## config.mk

```make
export PLATFORM = sky130hd
export DESIGN_NAME = gun_pos_integrator
export DESIGN_NICKNAME = d
export VERILOG_FILES = /design/src/rtl/gun_pkg.sv /design/src/rtl/gun_axis.sv /design/src/rtl/gun_pos_integrator.sv
export SDC_FILE = /design/constraint.sdc
export NUM_CORES = 1
export LEC_CHECK = 0
export CAP_MARGIN = 20
export CORE_MARGIN = 2
export CORE_UTILIZATION = 28
export CTS_BUF_LIST = sky130_fd_sc_hd__clkbuf_4 sky130_fd_sc_hd__clkbuf_8 sky130_fd_sc_hd__clkbuf_16
export DETAILED_ROUTE_END_ITERATION = 10
export GPL_TIMING_DRIVEN = 0
export SLEW_MARGIN = 0
export SYNTH_ARGS = -nofsm -noshare
export SYNTH_HDL_FRONTEND = slang
export SYNTH_SLANG_ARGS = --single-unit
```

## constraint.sdc

```tcl
create_clock -name clk_sys -period 2.05 [get_ports clk_sys]
set_input_delay 0.41 -clock clk_sys [delete_from_list [all_inputs] [get_ports clk_sys]]
set_output_delay 0.41 -clock clk_sys [all_outputs]
set_load 0.01 [all_outputs]
```

## src/rtl/gun_pkg.sv

```systemverilog
// Shared constants and types for the gun position integrator.
// The defaults here feed the parameter defaults of gun_axis and gun_pos_integrator.
package gun_pkg;

  localparam int GUN_POS_W       = 6;
  localparam int GUN_DIV_MAX     = 3;
  localparam int GUN_ACCEL_TICKS = 16;

  // Field widths of the per-axis state in the default configuration.
  localparam int GUN_DIV_W  = $clog2(GUN_DIV_MAX + 1);
  localparam int GUN_HOLD_W = $clog2(GUN_ACCEL_TICKS + 1);

  // Per-axis stepping state (default widths).
  typedef struct packed {
    logic [GUN_DIV_W-1:0]  div;
    logic [GUN_HOLD_W-1:0] hold;
    logic                  dec_q;
    logic                  inc_q;
  } axis_state_t;

endpackage

```

## src/rtl/gun_axis.sv

```systemverilog
// Single-axis divider, hold detector and saturating position register.
// Optional acceleration (step of 2 after a long hold) when GUN_POS_ACCEL_EN is defined.
module gun_axis
  import gun_pkg::*;
#(
  parameter int POS_W       = GUN_POS_W,
  parameter int DIV_MAX     = GUN_DIV_MAX,
  parameter int ACCEL_TICKS = GUN_ACCEL_TICKS,
  parameter int POS_INIT    = 2 ** (POS_W - 1)
) (
  input  logic             clk_sys,
  input  logic             reset_n,
  input  logic             tick_ev,
  input  logic             btn_dec,
  input  logic             btn_inc,
  input  logic             load_en,
  input  logic [POS_W-1:0] load_pos,
  input  logic             recentre,
  output logic [POS_W-1:0] pos,
  output logic             moving
);

  localparam int               DIV_W      = $clog2(DIV_MAX + 1);
  localparam logic [DIV_W-1:0] DIV_TC     = DIV_W'(DIV_MAX);
  localparam logic [DIV_W-1:0] DIV_ONE    = DIV_W'(1);
  localparam logic [POS_W-1:0] POS_MAX_V  = {POS_W{1'b1}};
  localparam logic [POS_W-1:0] POS_INIT_V = POS_W'(POS_INIT);

  logic             dec_q_r;
  logic             inc_q_r;
  logic [DIV_W-1:0] div_r;
  logic [POS_W-1:0] pos_r;
  logic             moving_r;

  logic             held_s;
  logic [DIV_W-1:0] div_nxt_s;
  logic             step_s;
  logic [POS_W-1:0] step_sz_s;
  logic [POS_W-1:0] pos_step_s;

`ifdef GUN_POS_ACCEL_EN
  localparam int                HOLD_W  = $clog2(ACCEL_TICKS + 1);
  localparam logic [HOLD_W-1:0] HOLD_TC = HOLD_W'(ACCEL_TICKS);
  logic [HOLD_W-1:0] hold_r;
  logic [HOLD_W-1:0] hold_nxt_s;
`endif

  // Hold detection, divider next value, step size and saturated step target.
  always_comb begin
    held_s     = 1'b0;
    div_nxt_s  = {DIV_W{1'b0}};
    step_s     = 1'b0;
    step_sz_s  = POS_W'(1);
    pos_step_s = pos_r;
    // Opposing buttons cancel: no hold, no step.
    if (btn_dec && btn_inc) begin
      held_s = 1'b0;
    end else begin
      held_s = (btn_dec && dec_q_r) || (btn_inc && inc_q_r);
    end
    if (held_s && (div_r < DIV_TC)) begin
      div_nxt_s = div_r + DIV_ONE;
    end else begin
      div_nxt_s = {DIV_W{1'b0}};
    end
    step_s = (div_r == DIV_ONE) && (btn_dec != btn_inc);
`ifdef GUN_POS_ACCEL_EN
    hold_nxt_s = {HOLD_W{1'b0}};
    if (held_s) begin
      if (hold_r < HOLD_TC) begin
        hold_nxt_s = hold_r + HOLD_W'(1);
      end else begin
        hold_nxt_s = hold_r;
      end
    end else begin
      hold_nxt_s = {HOLD_W{1'b0}};
    end
    if (hold_r == HOLD_TC) begin
      step_sz_s = POS_W'(2);
    end else begin
      step_sz_s = POS_W'(1);
    end
`endif
    // Saturate against the headroom so the arithmetic never wraps.
    if (btn_inc) begin
      if (step_sz_s > (POS_MAX_V - pos_r)) begin
        pos_step_s = POS_MAX_V;
      end else begin
        pos_step_s = pos_r + step_sz_s;
      end
    end else begin
      if (step_sz_s > pos_r) begin
        pos_step_s = {POS_W{1'b0}};
      end else begin
        pos_step_s = pos_r - step_sz_s;
      end
    end
  end

  // Axis state: recentre beats load beats stepping; moving pulses only on a real change.
  always_ff @(posedge clk_sys or negedge reset_n) begin
    if (!reset_n) begin
      dec_q_r  <= 1'b0;
      inc_q_r  <= 1'b0;
      div_r    <= {DIV_W{1'b0}};
      pos_r    <= POS_INIT_V;
      moving_r <= 1'b0;
`ifdef GUN_POS_ACCEL_EN
      hold_r   <= {HOLD_W{1'b0}};
`endif
    end else begin
      moving_r <= 1'b0;
      if (tick_ev) begin
        dec_q_r <= btn_dec;
        inc_q_r <= btn_inc;
      end
      if (recentre) begin
        pos_r  <= POS_INIT_V;
        div_r  <= {DIV_W{1'b0}};
`ifdef GUN_POS_ACCEL_EN
        hold_r <= {HOLD_W{1'b0}};
`endif
      end else if (load_en) begin
        pos_r  <= load_pos;
        div_r  <= {DIV_W{1'b0}};
`ifdef GUN_POS_ACCEL_EN
        hold_r <= {HOLD_W{1'b0}};
`endif
      end else if (tick_ev) begin
        div_r  <= div_nxt_s;
`ifdef GUN_POS_ACCEL_EN
        hold_r <= hold_nxt_s;
`endif
        if (step_s) begin
          pos_r    <= pos_step_s;
          moving_r <= (pos_step_s != pos_r);
        end
      end
    end
  end

  assign pos    = pos_r;
  assign moving = moving_r;

endmodule

```

## src/rtl/gun_pos_integrator.sv

```systemverilog
// Multi-axis button-driven position integrator (e.g. light-gun cursor).
// Shared tick edge detector plus one gun_axis per channel.
// Define GUN_POS_ACCEL_EN to enable double-speed stepping after a long hold.
module gun_pos_integrator
  import gun_pkg::*;
#(
  parameter int N_AXES      = 2,
  parameter int POS_W       = GUN_POS_W,
  parameter int DIV_MAX     = GUN_DIV_MAX,
  parameter int POS_INIT    = 2 ** (POS_W - 1),
  parameter int ACCEL_TICKS = GUN_ACCEL_TICKS
) (
  input  logic                    clk_sys,
  input  logic                    reset_n,
  input  logic                    tick,
  input  logic [N_AXES-1:0]       btn_dec,
  input  logic [N_AXES-1:0]       btn_inc,
  input  logic [N_AXES-1:0]       load_en,
  input  logic [N_AXES*POS_W-1:0] load_pos,
  input  logic                    recentre,
  output logic [N_AXES*POS_W-1:0] pos,
  output logic [N_AXES-1:0]       moving
);

  logic tick_q_r;
  logic tick_arm_r;
  logic tick_ev_s;

  // Tick edge detector; arming requires tick seen low, so a tick high at release is not an edge.
  always_ff @(posedge clk_sys or negedge reset_n) begin
    if (!reset_n) begin
      tick_q_r   <= 1'b0;
      tick_arm_r <= 1'b0;
    end else begin
      tick_q_r   <= tick;
      tick_arm_r <= tick_arm_r | ~tick;
    end
  end

  assign tick_ev_s = tick & ~tick_q_r & tick_arm_r;

  for (genvar a = 0; a < N_AXES; a++) begin : g_axis
    gun_axis #(
      .POS_W      (POS_W),
      .DIV_MAX    (DIV_MAX),
      .ACCEL_TICKS(ACCEL_TICKS),
      .POS_INIT   (POS_INIT)
    ) u_axis (
      .clk_sys (clk_sys),
      .reset_n (reset_n),
      .tick_ev (tick_ev_s),
      .btn_dec (btn_dec[a]),
      .btn_inc (btn_inc[a]),
      .load_en (load_en[a]),
      .load_pos(load_pos[a*POS_W +: POS_W]),
      .recentre(recentre),
      .pos     (pos[a*POS_W +: POS_W]),
      .moving  (moving[a])
    );
  end

endmodule

```

==> run metrics <==
run status completed; H-tree lvl count 1; Seq cells post-synth 24; hold_buf cts 0; Worst Setup Slack, final 25.9 ps; Flop pwr share 0.399; worst slack, placed -404 ps; drc violations 0; Hold Vio Cnt, Final 0; initial antenna violation count 0; final cell count without fillers 346; clk slew on worst S/H paths 90 ps; most frequent cells in the layout clkdlybuf4s50_1, nand2_1, dfrtp_1; Placed Area 2290 µm²; Psw 390 µW; clk buf depth 2; proportion of layout cells with a drive suffix above 1 0.160; Lkg Pwr 1.03 nW; VDD IR-drop max 247 µV; I/O pins 36; TritonCTS Buffers 3; relative slew slack 0.610; Clk pwr share 0.326; pin count of the biggest net entering global routing 15; Sw Ratio 0.293; Fmax 0.494 GHz; Cell Area, Synth 1850 µm²; Internal 942 µW; Final Critical Period 2020 ps; last weighted congestion value of the routability-driven placer 0.867; Yosys warning total 0; die area 7280 µm²; startpoint types flip-flop; Mapped Cells 223; first-pass GRT wire length 8650 µm; Yosys top cell by area dfrtp_1; syn_nets 257; vias in the first global route 1743; share of synthesized registers carrying an async set or reset 1.00; Final period util 0.987; Crit. End Element flip-flop; die width 85.3 µm; Root Buffer clkbuf_8; antenna-violating nets left 0; Final setup viols 0; ant diodes 0; CP Data Arrival Time 2230 ps; Initial Utilization 0.290; worst skew pair latency 280 ps; PD cells 529 nW/µm²; DIE HEIGHT 85.3 µm; Avg Cell Area, Syn 8.30 µm²; DR WL/cell 15.2 µm; final global-route overflow total 0; core outline area 6390 µm²; Util after Layout 0.394; area grow syn2layout 36.1%; drt total wl 5270 µm; Crit path required time 2250 ps; CP max FO 4; leading cell type in the layout, fill and taps excluded clkdlybuf4s50_1; vias per inst 5.40; area fraction of the dominant cell type after synthesis 0.297; via count 1869; placed insts 334; r2r worst-path depth 7; dpl hpwl 3660 µm; Setup Crit Path Kind reg -> reg; number of max-cap violations 0; Design Power 1.33 mW; number of port buffers 33; hold path cells 1; synth unique cells 53; Std-Cell Rows 29; DR pass1 iterations 5; register area share after synthesis 0.326; Post-Route Skew 1.84 ps; Max Slew Vio Count 0; Hold Path Class in -> reg; RSZ-0062 raised after global routing true; Initial DRC Count 74; CTS tree done; EDFF count, synth 0; actual slew at the worst max-slew pin 583 ps; Synth Flop Type dfrtp_1; CTS sink cnt 24; GR Util All Layers 0.148; Finished Cell Area 2520 µm²; Layout Nets 304; Gate power share 0.274; cell types occupying the most area after synthesis dfrtp_1, ha_1, nor3_1
-- kinds of logic (layout without fill, tap and decap cells) --
logic type | Yosys count | after routing | synth area share
muxes | 1 | 1 | 0.00541
and+or+nand+nor | 97 | 97 | 0.290
adders and majority gates | 12 | 12 | 0.0811
AOI/OAI and AO/OA | 55 | 55 | 0.216
buffers and inverters | 34 | 80 | 0.0818
DFF | 24 | 24 | 0.326
-- area by class of cell --
type | count | area (µm²)
well taps | 77 | 96.3
inverters | 14 | 52.6
clock inverters | 1 | 30.0
fillers | 669 | 3870
clock buffers | 3 | 41.3
plain buffers | 19 | 105
multi-input cells | 165 | 1180
flip-flops and latches | 24 | 606
repair buffers | 43 | 412
-- stage by stage --
stage / hold slack [ps] / TNS (ps)
after floorplan: 114 / 0
after global placement: 463 / -4240
after detailed placement: 466 / -4510
after CTS: 417 / 0
after global routing: 432 / -169
final: 428 / 0
-- Yosys cell counts (3+ instances only) --
library cell	count
inv_1	14
a2111oi_0	7
buf_4	3
ha_1	12
a21oi_1	15
nand2_1	24
nand4_1	3
nor2b_1	6
nor3_1	19
o21ai_0	5
or3_1	6
a311oi_1	3
and3_1	3
a221oi_1	5
nand2b_1	3
nand3_1	8
nor2_1	9
clkbuf_1	12
buf_2	4
dfrtp_1	22
-- power groups by stage --
stage | Combinational (mW) | Sequential, mW | Clock, mW
4_1_cts | 0.331 | 0.534 | 0.456
3_3_place_gp | 0.308 | 0.543 | 0
2_1_floorplan | 0.179 | 0.543 | 0
3_5_place_dp | 0.315 | 0.544 | 0
5_1_grt | 0.405 | 0.537 | 0.473
6_report | 0.365 | 0.532 | 0.434
-- path summary, 6_finish.rpt --
| path | startpoint | end | slack [ps] |
|---|---|---|---|
| setup / recovery | g_axis[1].u_axis.pos[1]$_DFFE_PN0P_ | g_axis[1].u_axis.pos[3]$_DFFE_PN0P_ | 30 |
| hold / removal | tick | tick_q_r$_DFF_PN0_ | 430 |
| setup reg to reg | g_axis[1].u_axis.pos[1]$_DFFE_PN0P_ | g_axis[1].u_axis.pos[3]$_DFFE_PN0P_ | 30 |
| hold reg to reg | g_axis[1].u_axis.inc_q_r$_DFFE_PN0P_ | g_axis[1].u_axis.inc_q_r$_DFFE_PN0P_ | 490 |
| max in group asynchronous | reset_n | g_axis[1].u_axis.pos[0]$_DFFE_PN0P_ | 1040 |
| min in group asynchronous | reset_n | g_axis[0].u_axis.moving$_DFF_PN0_ | 490 |
-- metal layers --
metal  part of all wire  track usage
met1               0.45        0.202
met2               0.48        0.241
met4             0.0084       0.0289
met3              0.057       0.0311
met5                  0            0
-- flip-flops by register name (all words and copies together), names as in the netlist --
signal	count
g_axis.u_axis.pos	12
g_axis.u_axis.div_r	4
g_axis.u_axis.dec_q_r	2
g_axis.u_axis.inc_q_r	2
g_axis.u_axis.moving	2
tick_arm_r	1
tick_q_r	1
-- critical path, cell delays in order, from the launching register on --
cell	delay, ps
dfrtp_1	420
buf_4	160
ha_1	200
and4b_1	360
nor2_1	80
o21a_1	160
or4_1	480
o22ai_2	100
-- what timing repair did --
action,CTS,global route
setup buffers,4,5
endpoints found under the hold margin,0,0
endpoints found under the setup margin,8,10
pin swaps,2,5
resized for setup,12,17
No activity file was read; power rests on OpenSTA's default activity.
